`src/rtl/instr_split_pkg.sv`:
```
// rtl/instr_split_pkg.sv - field positions, opcodes and format tags for the instruction splitter
package instr_split_pkg;

    localparam int OP_HI = 31;
    localparam int OP_LO = 26;
    localparam int RS_HI = 25;
    localparam int RS_LO = 21;
    localparam int RT_HI = 20;
    localparam int RT_LO = 16;
    localparam int RD_HI = 15;
    localparam int RD_LO = 11;
    localparam int SH_HI = 10;
    localparam int SH_LO = 6;
    localparam int FN_HI = 5;
    localparam int FN_LO = 0;
    localparam int IMM16_HI = 15;
    localparam int IMM26_HI = 25;

    localparam logic [5:0] OP_RTYPE = 6'h00;
    localparam logic [5:0] OP_J     = 6'h02;
    localparam logic [5:0] OP_JAL   = 6'h03;
    localparam logic [5:0] OP_ANDI  = 6'h0C;
    localparam logic [5:0] OP_ORI   = 6'h0D;
    localparam logic [5:0] OP_XORI  = 6'h0E;

    typedef enum logic [1:0] {
        FMT_R = 2'd0,
        FMT_I = 2'd1,
        FMT_J = 2'd2
    } fmt_e;

    // logical immediates are zero-extended, everything else sign-extends
    function automatic logic is_zext_op(input logic [5:0] op);
        return (op == OP_ANDI) || (op == OP_ORI) || (op == OP_XORI);
    endfunction

endpackage

```
`src/rtl/instr_field_decode.sv`:
```
// rtl/instr_field_decode.sv - combinational split of a 32-bit MIPS word into its fields
module instr_field_decode
    import instr_split_pkg::*;
#(
    parameter int IMM_W = 32
) (
    input  logic [31:0]      instr,
    output logic [5:0]       op,
    output logic [4:0]       rs,
    output logic [4:0]       rt,
    output logic [4:0]       rd,
    output logic [4:0]       shamt,
    output logic [5:0]       func,
    output logic [15:0]      imm16,
    output logic [25:0]      imm26,
    output logic [IMM_W-1:0] imm_ext,
    output logic [1:0]       fmt
);

    assign op    = instr[OP_HI:OP_LO];
    assign rs    = instr[RS_HI:RS_LO];
    assign rt    = instr[RT_HI:RT_LO];
    assign rd    = instr[RD_HI:RD_LO];
    assign shamt = instr[SH_HI:SH_LO];
    assign func  = instr[FN_HI:FN_LO];
    assign imm16 = instr[IMM16_HI:0];
    assign imm26 = instr[IMM26_HI:0];

    // fill the upper immediate bits first so IMM_W==16 needs no special case
    always_comb begin
        imm_ext       = (is_zext_op(op) || !instr[IMM16_HI]) ? '0 : '1;
        imm_ext[15:0] = instr[IMM16_HI:0];
    end

    // classify the instruction format from the opcode alone
    always_comb begin
        fmt = FMT_I;
        if (op == OP_RTYPE) begin
            fmt = FMT_R;
        end else if ((op == OP_J) || (op == OP_JAL)) begin
            fmt = FMT_J;
        end
    end

endmodule

```
`src/rtl/instr_split_queue.sv`:
```
// rtl/instr_split_queue.sv - fetch-to-decode FIFO presenting the head instruction pre-split
module instr_split_queue
    import instr_split_pkg::*;
#(
    parameter int PC_W  = 32,
    parameter int DEPTH = 2,
    parameter int IMM_W = 32
) (
    input  logic                     clk,
    input  logic                     reset,
    input  logic                     flush,
    input  logic                     in_valid,
    output logic                     in_ready,
    input  logic [31:0]              in_instr,
    input  logic [PC_W-1:0]          in_pc,
    output logic                     out_valid,
    input  logic                     out_ready,
    output logic [PC_W-1:0]          out_pc,
    output logic [5:0]               op,
    output logic [4:0]               rs,
    output logic [4:0]               rt,
    output logic [4:0]               rd,
    output logic [4:0]               shamt,
    output logic [5:0]               func,
    output logic [15:0]              imm16,
    output logic [25:0]              imm26,
    output logic [IMM_W-1:0]         imm_ext,
    output logic [1:0]               fmt,
    output logic [$clog2(DEPTH):0]   level
);

    localparam int AW = $clog2(DEPTH);
    localparam int LW = AW + 1;
    localparam logic [LW-1:0] DEPTH_L = LW'(DEPTH);

    logic [31:0]     instr_mem [DEPTH];
    logic [PC_W-1:0] pc_mem    [DEPTH];
    logic [AW-1:0]   wr_ptr;
    logic [AW-1:0]   rd_ptr;
    logic [LW-1:0]   level_q;
    logic            push;
    logic            pop;
    logic [31:0]     head_instr;

    // ready is a pure function of occupancy, so out_ready never reaches in_ready
    assign in_ready  = (level_q < DEPTH_L);
    assign out_valid = (level_q != '0);
    assign push      = in_valid && in_ready;
    assign pop       = out_valid && out_ready;
    assign level     = level_q;

    // pointers and occupancy; flush wins over any handshake in the same cycle
    always_ff @(posedge clk or negedge reset) begin
        if (!reset) begin
            wr_ptr  <= '0;
            rd_ptr  <= '0;
            level_q <= '0;
        end else if (flush) begin
            wr_ptr  <= '0;
            rd_ptr  <= '0;
            level_q <= '0;
        end else begin
            if (push) begin
                wr_ptr <= wr_ptr + 1'b1;
            end
            if (pop) begin
                rd_ptr <= rd_ptr + 1'b1;
            end
            if (push && !pop) begin
                level_q <= level_q + 1'b1;
            end else if (pop && !push) begin
                level_q <= level_q - 1'b1;
            end
        end
    end

    // storage is left unreset; occupancy alone decides what is meaningful
    always_ff @(posedge clk) begin
        if (push && !flush) begin
            instr_mem[wr_ptr] <= in_instr;
            pc_mem[wr_ptr]    <= in_pc;
        end
    end

    // an all-zero word decodes to all-zero fields, so gating the head word zeroes every output
    assign head_instr = out_valid ? instr_mem[rd_ptr] : 32'h0;
    assign out_pc     = out_valid ? pc_mem[rd_ptr] : '0;

    instr_field_decode #(
        .IMM_W(IMM_W)
    ) u_decode (
        .instr   (head_instr),
        .op      (op),
        .rs      (rs),
        .rt      (rt),
        .rd      (rd),
        .shamt   (shamt),
        .func    (func),
        .imm16   (imm16),
        .imm26   (imm26),
        .imm_ext (imm_ext),
        .fmt     (fmt)
    );

endmodule

```
`config.mk`:
```
export PLATFORM = sky130hd
export DESIGN_NAME = instr_split_queue
export DESIGN_NICKNAME = d
export VERILOG_FILES = /design/src/rtl/instr_split_pkg.sv /design/src/rtl/instr_field_decode.sv /design/src/rtl/instr_split_queue.sv
export SDC_FILE = /design/constraint.sdc
export NUM_CORES = 1
export LEC_CHECK = 0
export ABC_AREA = 1
export CAP_MARGIN = 20
export CORE_ASPECT_RATIO = 2
export CORE_MARGIN = 2
export CORE_UTILIZATION = 48
export DETAILED_ROUTE_END_ITERATION = 8
export GPL_ROUTABILITY_DRIVEN = 0
export PLACE_DENSITY = 0.86
export SLEW_MARGIN = 20
export SYNTH_ARGS = -nofsm -noshare
export SYNTH_HDL_FRONTEND = slang
export SYNTH_SLANG_ARGS = --single-unit
```
`constraint.sdc`:
```
create_clock -name clk -period 6.15 [get_ports clk]
set_input_delay 0.9225 -clock clk [delete_from_list [all_inputs] [get_ports clk]]
set_output_delay 0.9225 -clock clk [all_outputs]
set_load 0.005 [all_outputs]
```
# ---- After elaboration in Yosys (flattened, before gate mapping)
# Memory sizes are Yosys's and may differ from the RTL's.
# Index checks and enable logic that the tools add are counted.
dict set report totals {
  regBits 4
  elab_cells 47
  ram_bits 128
  rom_bits 0
  latchBits 0
  in_bits 69
  output_inout_bits 144
  n_memories 2
}
# name words width rd rd_ports_with_merged_regs wr line
set memory_table {}
lappend memory_table {instr_mem 2 32 1 0 1 instr_split_queue.sv:36} ;# logic [31:0] instr_mem [DEPTH];
lappend memory_table {pc_mem 2 32 1 0 1 instr_split_queue.sv:37} ;# logic [PC_W-1:0] pc_mem [DEPTH];
dict set report classes {
  n_lt_le_gt_ge 1
  div 0
  add_sub_neg 4
  eq_ne 5
  shifts 0
  multipliers 0
  reduce_logical 18
  bitwise 0
  n_mux 14
}
# op n
set ops {}
lappend ops {{$mux 32} 3}
lappend ops {{$eq 6x4->1 const B} 3}
lappend ops {{$eq 6x2->1 const B} 2}
lappend ops {{$mux 2} 5}
lappend ops {{$logic_not 6->1} 1}
lappend ops {{$mux 1} 6}
lappend ops {{$reduce_bool 2->1} 3}
lappend ops {{$logic_and 1x1->1} 5}
lappend ops {{$logic_not 1->1} 4}
lappend ops {{$logic_or 1x1->1} 4}
lappend ops {{$reduce_bool 3->1} 1}
lappend ops {{$add 1x1->1 const B} 2}
lappend ops {{$add 2x1->2 const B} 1}
lappend ops {{$lt 2x2->1 const B} 1}
lappend ops {{$sub 2x1->2 const B} 1}

# ---- Logic depth before layout (Yosys ltp)
dict set report logic_depth {
  depth_word 7
  depth_mapped 8
  ltp_nobuf 8
}

# ---- By module
# A second synthesis with hierarchy kept.
dict set report hier_totals {
  hier_cells 501
  hier_area_um2 5859.4
}
# mod seq_area_each_um2 cells_per_inst area_per_inst_um2 instances
set modules_own_cells {}
lappend modules_own_cells {instr_split_queue 3943.8 379 4993.5 1}
lappend modules_own_cells {instr_field_decode 0.0 122 865.8 1}

# ---- Worst setup path after synthesis
# OpenSTA, ideal clock, no wires.
dict set report synth_path {
  kind {input port to flip-flop}
  start {input port in_valid}
  end {memory instr_mem[0][0], enable pin}
  path_buffers 0
  path_stages 4
  slack_ns 1.841
  required_ns 5.664
  setup_time_ns 0.486
  arrival_time_ns 3.822
  path_cell_list {nand2_1 -> inv_1 -> nand2_1 -> nor2_1}
}
dict set report synth_via {
  elab_chain_cells 4
}
# item line
set synth_rtl {}
lappend synth_rtl {{start: declaration} instr_split_queue.sv:12} ;# input logic in_valid,
lappend synth_rtl {{$logic_and 1x1->1} instr_split_queue.sv:48} ;# assign push = in_valid && in_ready;
lappend synth_rtl {{$logic_and 1x1->1} instr_split_queue.sv:79} ;# if (push && !flush) begin
lappend synth_rtl {{$mux 1} instr_split_queue.sv:79}
lappend synth_rtl {{$mux 1 (implied by the code)} instr_split_queue.sv:80} ;# instr_mem[wr_ptr] <= in_instr;
lappend synth_rtl {{end: declaration} instr_split_queue.sv:36}
# No other way between the ends.

# ---- Final worst setup path
dict set report layout_path {
  start {register rd_ptr}
  end {output port imm_ext[17]}
}
dict set report layout_via {
  elab_chain_cells 7
  word_cells_on_any_way 10
  classes_between {eq/ne: 3; mux: 2; reduce/logical: 4; memory: 1}
}
# item line
set layout_rtl {}
lappend layout_rtl {{start: declaration} instr_split_queue.sv:39} ;# logic [AW-1:0] rd_ptr;
lappend layout_rtl {{start signal: assignment} instr_split_queue.sv:67} ;# rd_ptr <= rd_ptr + 1'b1;
lappend layout_rtl {{$mem_v2 2x32 *} n/a}
lappend layout_rtl {{$mux 32 *} instr_split_queue.sv:86} ;# assign head_instr = out_valid ? instr_mem[rd_ptr] : 32'h0;
lappend layout_rtl {{$eq 6x4->1} instr_split_pkg.sv:34} ;# return (op == OP_ANDI) || (op == OP_ORI) || (op == OP_XORI);
lappend layout_rtl {{$logic_or 1x1->1 (2 in a row)} instr_split_pkg.sv:34}
lappend layout_rtl {{$logic_or 1x1->1 *} instr_field_decode.sv:31} ;# imm_ext = (is_zext_op(op) || !instr[IMM16_HI]) ? '0 : '1;
lappend layout_rtl {{$mux 32 *} instr_field_decode.sv:31}
lappend layout_rtl {{end: declaration} instr_split_queue.sv:27} ;# output logic [IMM_W-1:0] imm_ext,
# Mark *: on every way between the ends. The rest lies on a longest branch, timed or not.

==> reports/results.md <==
| Item | Reported | Unit |
|:---|:---|:---|
| Run status | finished clean | - |
| Number of synthesized register bits | 132 | - |
| Combined buffer and inverter count along the critical path | 2 | - |
| Compound-Gate Fraction of Synth Area | 6.28 | % |
| Die width | 80.6 | um |
| Post-synthesis share of cell area spent on xor and xnor gates | 0 | % |
| Filler cell count | 803 | - |
| Number of cell instances on the worst register-to-register path | 7 | - |
| Starting DRC count in detailed routing | 220 | - |
| Total nets after synthesis | 536 | - |
| Launch instance of the worst min-delay path | wr_ptr$_DFFE_PN0P_ | - |
| Sequential-to-total area share from yosys stat | 70.0 | % |
| Gates resized, CTS repair | 0 | - |
| Deepest level of the CTS H-tree | 4 | - |
| Arrival time worst endpoint | 3.49 | ns |
| Vias in the first global route | 3926 | - |
| Worst slew slack as a fraction of its limit | 31.6 | % |
| Mux share of post-synthesis cell area | 0 | % |
| Min-delay worst type | reg2reg | - |
| Via density | 5.00 | - |
| Maximum fanout along the worst path | 66 | - |
| Number of different library cells in the post-synthesis netlist | 23 | - |
| Largest net degree at the start of global routing | 67 | - |
| Number of pins with negative max-slew slack in the final report | 0 | - |
| Row count | 56 | - |
| Synth Area per Inst | 12.1 | um^2 |
| Critical path start-end classification | reg2out | - |
| Starting density of the core | 48.8 | % |
| Vias after detailed routing | 3839 | - |
| Insertion delay to the later sink of the worst-skew pair | 0.41 | ns |
| Maximum resistive drop on vdd | 0.312 | mV |
| Layout cell share with drive strength beyond 1 | 7.54 | % |
| Library cell with the largest summed area after synthesis | sky130_fd_sc_hd__edfxtp_1 | - |
| Total number of yosys warnings | 0 | - |
| Startpoint type of the worst setup path | flip-flop | - |
| Worst path required time | 5.23 | ns |
| CTS tree | built | - |
| Worst Hold End | wr_ptr$_DFFE_PN0P_ | - |
| Top Family by Delay on Critical Path | buffers and inverters | - |
| Final wirelength | 12600 | um |
| Post-CTS Repair Setup Buffers | 0 | - |
| Kind of capture point of the worst setup path | output port | - |
| PD cells | 445 | nW/um^2 |
| Longest individual stage delay on the worst path | 0.77 | ns |
| Number of I/O port buffers | 212 | - |
| Post-route fraction of the period consumed by the critical path | 71.7 | % |
| Synthesis-to-finish area growth | 41.5 | % |
| Cell count after synthesis | 467 | - |
| Synthesized cell area | 5640 | um^2 |
| HPWL Detailed | 8220 | um |
| Endpoints failing setup | 0 | - |
| Capture instance of the worst register-to-register path | pc_mem[0][17]$_DFFE_PP_ | - |
| Count of pins on the block boundary | 213 | - |
| Time the final worst path needs with I/O delays and setup | 4.41 | ns |
| Number of buffers on the longest clock path | 2 | - |
| Area of the core | 11600 | um^2 |
| Total iterations of the first detailed-routing run | 4 | - |
| Sum of negative setup slack | 0 | ns |
| Slew @ Worst Pin | 1.02 | ns |
| CP dominant cell by count | sky130_fd_sc_hd__nand2_1 | - |
| Final hold slack | 0.581 | ns |
| Main combinational cell family by area after synthesis | buffers and inverters | - |
| Design Power | 3.55 | mW |
| Share of flip-flops with an asynchronous set or reset | 3.03 | % |
| Ranking of synthesized cells by area | sky130_fd_sc_hd__edfxtp_1, sky130_fd_sc_hd__buf_4, sky130_fd_sc_hd__nand2_1 | - |
| Final worst clock skew | 0.00807 | ns |
| DR DRC count | 0 | - |
| Fraction of post-synthesis cell area in the top cell type by area | 68.2 | % |
| Nets | 679 | - |
| Number of synthesized flops with an enable pin | 128 | - |
| Top-count cell post-synth | sky130_fd_sc_hd__nand2_1 | - |
| Slowest stage cell on the critical path | sky130_fd_sc_hd__a21boi_1 | - |
| Number of routed nets with antenna violations | 0 | - |
| Reg2reg start | level[1]$_DFFE_PN0P_ | - |
| Final antenna diode count | 0 | - |
| Synth cell count leaders | sky130_fd_sc_hd__nand2_1, sky130_fd_sc_hd__edfxtp_1, sky130_fd_sc_hd__buf_4, sky130_fd_sc_hd__a21oi_1, sky130_fd_sc_hd__buf_2 | - |
| RSZ-0062 raised after global routing | no | - |
| Remaining Overflow, GRT | 0 | - |
| Standby leakage power | 2.86 | nW |
| Reg-to-reg setup timing slack | 3.80 | ns |
| Hold path cells | 1 | - |
| Number of violations of the max-capacitance limit | 0 | - |
| Die footprint | 12700 | um^2 |
| Detailed-route wire length per cell | 16.4 | um |
| Post-synthesis share of cell area spent on and, or, nand and nor gates | 11.1 | % |
| Dominant synthesized flop cell | sky130_fd_sc_hd__edfxtp_1 | - |
| Die extent in y | 157 | um |
| Cell breakdown of the critical path | clkinv_2, nand2_1, nand3_1, nand2_1, nor2_1, a21boi_1, clkdlybuf4s50_1 | - |
| Antenna violations before repair | 0 | - |
| Adder-cell share of the synthesized area | 0 | % |
| TritonCTS sink count | 132 | - |
| Final Hold Fails | 0 | - |
| Number of hold buffers added after CTS | 0 | - |
| Register clock-pin slew on the reported worst setup and hold paths | 0.05 | ns |
| Clk Tree Root Cell | sky130_fd_sc_hd__clkbuf_16 | - |
| Max frequency | 227 | MHz |
| Total routing usage reported by global routing | 20.4 | % |
| Cts bufs inserted | 17 | - |
| Wire length of the first global-routing pass | 19100 | um |
-- worst max-delay path by stage --
stage / start / endpoint / slack [ns] / depth (start not counted)
after global routing: rd_ptr$_DFFE_PN0P_ / imm_ext[20] / 1.42 / 7
after floorplan: in_valid / instr_mem[0][0]$_DFFE_PP_ / 1.84 / 4
after global placement: rd_ptr$_DFFE_PN0P_ / imm_ext[19] / 2.12 / 5
after CTS: rd_ptr$_DFFE_PN0P_ / imm_ext[17] / 1.53 / 5
final: rd_ptr$_DFFE_PN0P_ / imm_ext[17] / 1.74 / 7
after detailed placement: rd_ptr$_DFFE_PN0P_ / imm_ext[17] / 1.97 / 5
-- worst register-to-register path: stages, from the launching register on --
cell                      delay (ns)
sky130_fd_sc_hd__dfrtp_1        0.45
sky130_fd_sc_hd__inv_2          0.14
sky130_fd_sc_hd__nand2_1        0.15
sky130_fd_sc_hd__inv_1          0.13
sky130_fd_sc_hd__nand2_1        0.11
sky130_fd_sc_hd__nor2_4         0.43
sky130_fd_sc_hd__buf_16         0.24
sky130_fd_sc_hd__buf_4          0.37
-- state kept, by name, indices dropped and copies added (netlist names) --
name	flops
pc_mem	64
rd_ptr	1
level	2
instr_mem	64
wr_ptr	1
-- layout make-up --
cell class | instances | area (um^2) | area share (%)
inverters | 15 | 57.6 | 0.721
well taps | 145 | 181 | 2.27
flip-flops and latches | 132 | 3950 | 49.4
clock buffers | 18 | 429 | 5.38
clock inverters | 14 | 185 | 2.32
repair buffers | 217 | 2180 | 27.3
multi-input cells | 227 | 1000 | 12.6
-- stage by stage --
stage | worst slack (ns) | area, um^2 | utilization, % | instances
floorplan | 1.84 | 5640 | - | 467
global placement | 2.12 | 7340 | 63.5 | 735
CTS | 1.53 | 7950 | 68.8 | 767
detailed placement | 1.97 | 7340 | 63.5 | 735
global route | 1.42 | 7980 | 69.0 | 768
finish | 1.74 | 7980 | 69.0 | 768
-- cells in the final DEF (no fill, tap or decap), drive strengths merged, types with 5 or more instances in the layout --
master and count:
a21oi 61, buf 5, clkbuf 18, clkdlybuf4s50 212, clkinv 6, edfxtp 128
inv 15, nand2 144, nand3 6, nor2 8
-- per-layer routing --
metal / vias up / global-route usage [%] / wire, um
met3: 20 / 8.83 / 1510
met5: - / 0 / 0
li1: 1806 / - / -
met4: 0 / 7.26 / 214
met1: 1791 / 22.1 / 4380
met2: 222 / 35.0 / 6470
-- logic make-up (layout without fill, tap and decap cells) --
family                 Yosys count  in the layout
AO/OA/AOI/OAI                   68             68
AND/OR/NAND/NOR                159            159
buffers and inverters          108            264
flip-flops                     132            132
-- power by group --
group | switching (mW) | total [mW] | internal (mW)
clock | 0.354 | 1.03 | 0.675
combinational | 0.633 | 1.42 | 0.788
sequential | 0.0295 | 1.10 | 1.07
(Power assumes the default switching activity.)
